--- src/rtl/ysyx_22050710_lsu_axil_master_pkg.sv ---
// Shared definitions for the LSU AXI-lite master: FSM encoding, AXI response
// codes and protection attribute.
package ysyx_22050710_lsu_axil_master_pkg;

    typedef enum logic [2:0] {
        ST_IDLE    = 3'd0,
        ST_RD_ADDR = 3'd1,
        ST_RD_DATA = 3'd2,
        ST_WR_REQ  = 3'd3,
        ST_WR_RESP = 3'd4,
        ST_RESP    = 3'd5
    } lsu_state_e;

    localparam logic [1:0] AXI_RESP_OKAY   = 2'b00;
    localparam logic [1:0] AXI_RESP_EXOKAY = 2'b01;
    localparam logic [1:0] AXI_RESP_SLVERR = 2'b10;
    localparam logic [1:0] AXI_RESP_DECERR = 2'b11;

    localparam logic [2:0] AXI_PROT_DEFAULT = 3'b000;

    function automatic logic axi_resp_is_err(input logic [1:0] resp);
        return (resp != AXI_RESP_OKAY);
    endfunction

endpackage

--- src/rtl/ysyx_22050710_lsu_axil_master.sv ---
// Single-outstanding LSU to AXI-lite master bridge. One request is turned into
// either an AR/R or an AW+W/B exchange and answered with one LSU response.
module ysyx_22050710_lsu_axil_master
    import ysyx_22050710_lsu_axil_master_pkg::*;
#(
    parameter int DATA_WIDTH = 64,
    parameter int ADDR_WIDTH = 32,
    parameter int STRB_WIDTH = DATA_WIDTH / 8
) (
    input  logic                  i_aclk,
    input  logic                  i_arsetn,
    input  logic                  i_req_valid,
    output logic                  o_req_ready,
    input  logic                  i_req_wen,
    input  logic [ADDR_WIDTH-1:0] i_req_addr,
    input  logic [DATA_WIDTH-1:0] i_req_wdata,
    input  logic [STRB_WIDTH-1:0] i_req_wstrb,
    output logic                  o_resp_valid,
    input  logic                  i_resp_ready,
    output logic [DATA_WIDTH-1:0] o_resp_rdata,
    output logic                  o_resp_err,
    output logic                  o_awvalid,
    input  logic                  i_awready,
    output logic [ADDR_WIDTH-1:0] o_awaddr,
    output logic [2:0]            o_awprot,
    output logic                  o_wvalid,
    input  logic                  i_wready,
    output logic [DATA_WIDTH-1:0] o_wdata,
    output logic [STRB_WIDTH-1:0] o_wstrb,
    input  logic                  i_bvalid,
    output logic                  o_bready,
    input  logic [1:0]            i_bresp,
    output logic                  o_arvalid,
    input  logic                  i_arready,
    output logic [ADDR_WIDTH-1:0] o_araddr,
    output logic [2:0]            o_arprot,
    input  logic                  i_rvalid,
    output logic                  o_rready,
    input  logic [DATA_WIDTH-1:0] i_rdata,
    input  logic [1:0]            i_rresp
);

    lsu_state_e            state_q, state_d;
    logic [ADDR_WIDTH-1:0] addr_q;
    logic [DATA_WIDTH-1:0] wdata_q;
    logic [STRB_WIDTH-1:0] wstrb_q;
    logic [DATA_WIDTH-1:0] rdata_q;
    logic                  err_q;
    logic                  aw_done_q, w_done_q;

    logic req_fire, ar_fire, r_fire, aw_fire, w_fire, b_fire, resp_fire;
    logic aw_done_d, w_done_d, wr_both_done;

    assign req_fire  = i_req_valid & o_req_ready;
    assign ar_fire   = o_arvalid & i_arready;
    assign r_fire    = i_rvalid & o_rready;
    assign aw_fire   = o_awvalid & i_awready;
    assign w_fire    = o_wvalid & i_wready;
    assign b_fire    = i_bvalid & o_bready;
    assign resp_fire = o_resp_valid & i_resp_ready;

    // A channel counts as done if it completed earlier or completes this cycle.
    assign aw_done_d    = aw_done_q | aw_fire;
    assign w_done_d     = w_done_q | w_fire;
    assign wr_both_done = aw_done_d & w_done_d;

    // State register
    always_ff @(posedge i_aclk or negedge i_arsetn) begin
        if (!i_arsetn) begin
            state_q <= ST_IDLE;
        end else begin
            state_q <= state_d;
        end
    end

    // Next-state logic
    always_comb begin
        state_d = state_q;
        case (state_q)
            ST_IDLE:    state_d = req_fire ? (i_req_wen ? ST_WR_REQ : ST_RD_ADDR) : ST_IDLE;
            ST_RD_ADDR: state_d = ar_fire ? ST_RD_DATA : ST_RD_ADDR;
            ST_RD_DATA: state_d = r_fire ? ST_RESP : ST_RD_DATA;
            ST_WR_REQ:  state_d = wr_both_done ? ST_WR_RESP : ST_WR_REQ;
            ST_WR_RESP: state_d = b_fire ? ST_RESP : ST_WR_RESP;
            ST_RESP:    state_d = resp_fire ? ST_IDLE : ST_RESP;
            default:    state_d = ST_IDLE;
        endcase
    end

    // Handshake outputs decoded from the state register only
    always_comb begin
        o_req_ready  = 1'b0;
        o_arvalid    = 1'b0;
        o_rready     = 1'b0;
        o_awvalid    = 1'b0;
        o_wvalid     = 1'b0;
        o_bready     = 1'b0;
        o_resp_valid = 1'b0;
        case (state_q)
            ST_IDLE:    o_req_ready = 1'b1;
            ST_RD_ADDR: o_arvalid   = 1'b1;
            ST_RD_DATA: o_rready    = 1'b1;
            ST_WR_REQ: begin
                o_awvalid = ~aw_done_q;
                o_wvalid  = ~w_done_q;
            end
            ST_WR_RESP: o_bready     = 1'b1;
            ST_RESP:    o_resp_valid = 1'b1;
            default:    o_req_ready  = 1'b0;
        endcase
    end

    // AW/W completion flags, cleared whenever the write phase is not pending
    always_ff @(posedge i_aclk or negedge i_arsetn) begin
        if (!i_arsetn) begin
            aw_done_q <= 1'b0;
            w_done_q  <= 1'b0;
        end else if ((state_q == ST_WR_REQ) && !wr_both_done) begin
            aw_done_q <= aw_done_d;
            w_done_q  <= w_done_d;
        end else begin
            aw_done_q <= 1'b0;
            w_done_q  <= 1'b0;
        end
    end

    // Request capture; held constant for the whole transaction
    always_ff @(posedge i_aclk or negedge i_arsetn) begin
        if (!i_arsetn) begin
            addr_q  <= '0;
            wdata_q <= '0;
            wstrb_q <= '0;
        end else if (req_fire) begin
            addr_q  <= i_req_addr;
            wdata_q <= i_req_wdata;
            wstrb_q <= i_req_wstrb;
        end else begin
            addr_q  <= addr_q;
            wdata_q <= wdata_q;
            wstrb_q <= wstrb_q;
        end
    end

    // Response capture from R or B
    always_ff @(posedge i_aclk or negedge i_arsetn) begin
        if (!i_arsetn) begin
            rdata_q <= '0;
            err_q   <= 1'b0;
        end else if (r_fire) begin
            rdata_q <= i_rdata;
            err_q   <= axi_resp_is_err(i_rresp);
        end else if (b_fire) begin
            rdata_q <= '0;
            err_q   <= axi_resp_is_err(i_bresp);
        end else begin
            rdata_q <= rdata_q;
            err_q   <= err_q;
        end
    end

    assign o_resp_rdata = rdata_q;
    assign o_resp_err   = err_q;
    assign o_awaddr     = addr_q;
    assign o_araddr     = addr_q;
    assign o_wdata      = wdata_q;
    assign o_wstrb      = wstrb_q;
    assign o_awprot     = AXI_PROT_DEFAULT;
    assign o_arprot     = AXI_PROT_DEFAULT;

endmodule

--- config.mk ---
export PLATFORM = sky130hd
export DESIGN_NAME = ysyx_22050710_lsu_axil_master
export DESIGN_NICKNAME = d
export VERILOG_FILES = /design/src/rtl/ysyx_22050710_lsu_axil_master_pkg.sv /design/src/rtl/ysyx_22050710_lsu_axil_master.sv
export SDC_FILE = /design/constraint.sdc
export NUM_CORES = 1
export LEC_CHECK = 0
export ABC_AREA = 1
export CAP_MARGIN = 30
export CORE_MARGIN = 3
export CORE_UTILIZATION = 30
export DETAILED_ROUTE_END_ITERATION = 7
export PLACE_DENSITY = 0.62
export SYNTH_ARGS = -nofsm -noshare
export SYNTH_HDL_FRONTEND = slang
export SYNTH_SLANG_ARGS = --single-unit
--- constraint.sdc ---
create_clock -name i_aclk -period 2.18 [get_ports i_aclk]
set_input_delay 0.436 -clock i_aclk [delete_from_list [all_inputs] [get_ports i_aclk]]
set_output_delay 0.436 -clock i_aclk [all_outputs]
set_load 0.005 [all_outputs]
==> impl_metrics.toml <==
[outcome]
status = "finished clean"

[pwr]
combPwrFrac = 0.436
power_density_nw_per_um2 = 1290
p_leak_nw = 5.89
internal_power_w = 0.0104
pwr-share-clk = 0.204
power_w = 0.0154
power.net_switching_w = 0.00495
p_sw_frac = 0.322
seqPwrFrac = 0.360
ir_drop_v = 0.000442

[layout]
layout.nets = 1362
syn2layout_area_growth_pct = 65.1
n_antenna_cell = 0
fill_cells = 2257
final_layout_size_suffix_gt1_frac = 0.0570
final_core_utilization = 0.507
design_area_sq_um = 12000

[route]
vias = 6450
drc_errors = 0
via_per_inst = 4.27
drtAntennaViolNets = 0
routed_wl_um = 22800
drt_iter0_drc = 402
dr.pass1.iters = 4
wl_per_cell_um = 15.1

[run]
drv_cap = 0

[floorplan]
die_h_um = 161
rows = 56
die_w_um = 161
core_sq_um = 23600
io_pins = 396
initial_core_util = 0.307
dieArea_sq_um = 26100

[timing]
timing.fmax_mhz = 506
skew_ps = 9.06
setup_tns_ps = 0
rsz0062_at_grt = "false"
final_hold_viol_count = 0
maxSlewViolCount = 0
fin_crit_ps = 1980
setup_viol = 0
worst_slack_ps = 203
min_period_over_period = 0.907

[clock_tree]
cts_tree = "done"
h-tree-depth = 4
clkSlewWorstSetupHoldPaths_ps = 70
clock_sinks = 174
clk-insertion-delay-late_ps = 420
cts.root.buffer_cell = "clkbuf_16"
max-clock-path-buffers = 2
cts_made_buffers = 17

[place]
io_buffers = 389
place.gp.congestion = 0.784
hpwl_um = 16900
pre_cts_ws_ps = 316
place_area_sq_um = 11300

[logic_synthesis]
synth_seq_cells = 174
ys_warn_count = 0
avgSynthCellArea_sq_um = 8.78
netlist_area_sq_um = 7250
synth_top_area_cell = "dfrtp_1"
post-synth-top-count-cell = "nand2_1"
yosysUniqueCellTypes = 18
yosys-top-cells-area = "dfrtp_1 60%, nand2_1 13%, inv_1 6.2%"
ys_top_cells_by_count = "249 x nand2_1, 174 x dfrtp_1, 119 x inv_1"
yosysTopAreaCellShare = 0.601
synth_flop_cell = "dfrtp_1"
synth_enable_flop_cells = 0
synth-async-reset-ratio = 1.00
syn_inst = 826
seq_area_frac_synth = 0.601

[global_routing]
grt_usage = 0.172
gr-total-overflow = 0
antenna_found_initial = 1
grt_pass1_vias = 6283
grt_max_degree = 82
grt_pass1_wl_um = 35300

[critical_path]
regToRegStartpoint = "state_q[2]"
rrSetupSlack_ps = 520
crit_fanout = 2
r2r_end = "o_resp_rdata[27]"
critPathKind = "reg -> out"
required_ps = 1740
r2r_cells = 8
critical_path_arrival_ps = 1540
setup.worst_path.end_class = "primary output"
startpoint_type = "flip-flop"

[min_path]
hold_class = "in -> async"
[timing repair]
| item | CTS | global route |
|---|---|---|
| gates resized for setup | 12 | 1 |
| buffers inserted | 2 | 4 |
| hold buffers | 1 | 0 |
| endpoints found under the setup margin | 5 | 1 |
| pin swaps | 2 | 1 |
| endpoints found under the hold margin | 25 | 0 |
| cloned | 0 | 0 |
[logic make-up (layout without fill, tap and decap cells)]
family | after synthesis | after routing | synth area share
AOI/OAI and AO/OA | 104 | 104 | 0.0718
buffers and inverters | 205 | 567 | 0.133
DFF | 174 | 174 | 0.601
other | 1 | 6 | 0.000517
and+or+nand+nor | 342 | 342 | 0.194
[worst max-delay path by stage]
stage,start,endpoint,slack [ps],depth (start not counted)
finish,state_q[1],o_bready,200,6
floorplan,state_q[0],o_awvalid,630,5
global placement,state_q[1],o_wvalid,350,5
detailed placement,state_q[1],o_wvalid,320,5
CTS,state_q[2],o_rready,1,5
global route,state_q[1],o_bready,80,6
[worst max-delay path, cell delays in order (launching register included)]
cell and delay, ps:
dfrtp_1 390, buf_4 140, buf_4 130, nor2_2 90, nand2_1 70, inv_1 60, dlygate4sd2_1 240
[power by group through the flow]
| stage | sequential [W] | clock, W | combinational, W |
|---|---|---|---|
| final | 0.00554 | 0.00314 | 0.00671 |
| after global routing | 0.00575 | 0.00340 | 0.00735 |
| after CTS | 0.00556 | 0.00326 | 0.00678 |
| after detailed placement | 0.00559 | 0 | 0.00673 |
| after global placement | 0.00555 | 0 | 0.00666 |
| after floorplan | 0.00562 | 0 | 0.00239 |
[metrics by stage]
stage	cells	hold slack, ps
floorplan	831	140
global placement	1473	332
detailed placement	1473	334
CTS	1508	433
global route	1512	456
finish	1512	459
[flip-flops by register name, summed over array words and instances (netlist names)]
register      cells
o_resp_rdata     64
o_wdata          64
o_araddr         32
o_wstrb           8
state_q           3
aw_done_q         1
o_resp_err        1
w_done_q          1
[cell usage in the layout (no fill, tap or decap), drive strengths merged]
master / instances
dlymetal6s2s: 1
clkdlybuf4s50: 381
bufinv: 1
nor2: 14
dlygate4sd2: 6
nor3: 2
buf: 25
inv: 132
nand3: 72
dfrtp: 174
dlygate4sd3: 1
clkbuf: 20
nand4: 5
o21ai: 104
nand2: 249
conb: 6
[area by class of cell]
type,count,area [sq um],area share
clock buffer,20,467,0.0390
clock inverter,12,136,0.0114
inverter,121,454,0.0380
multi-input combinational,452,1980,0.166
sequential,174,4350,0.364
tap,319,399,0.0334
timing repair buffer,414,4170,0.349
[per-layer routing]
| metal | routed length [um] | vias up | GRT usage |
|---|---|---|---|
| met5 | 20 | - | 0 |
| met4 | 745 | 2 | 0.0712 |
| met3 | 1770 | 47 | 0.0559 |
| met2 | 11000 | 260 | 0.286 |
| met1 | 9230 | 2940 | 0.206 |
| li1 | - | 3201 | - |
No activity file was read; power rests on OpenSTA's default activity.
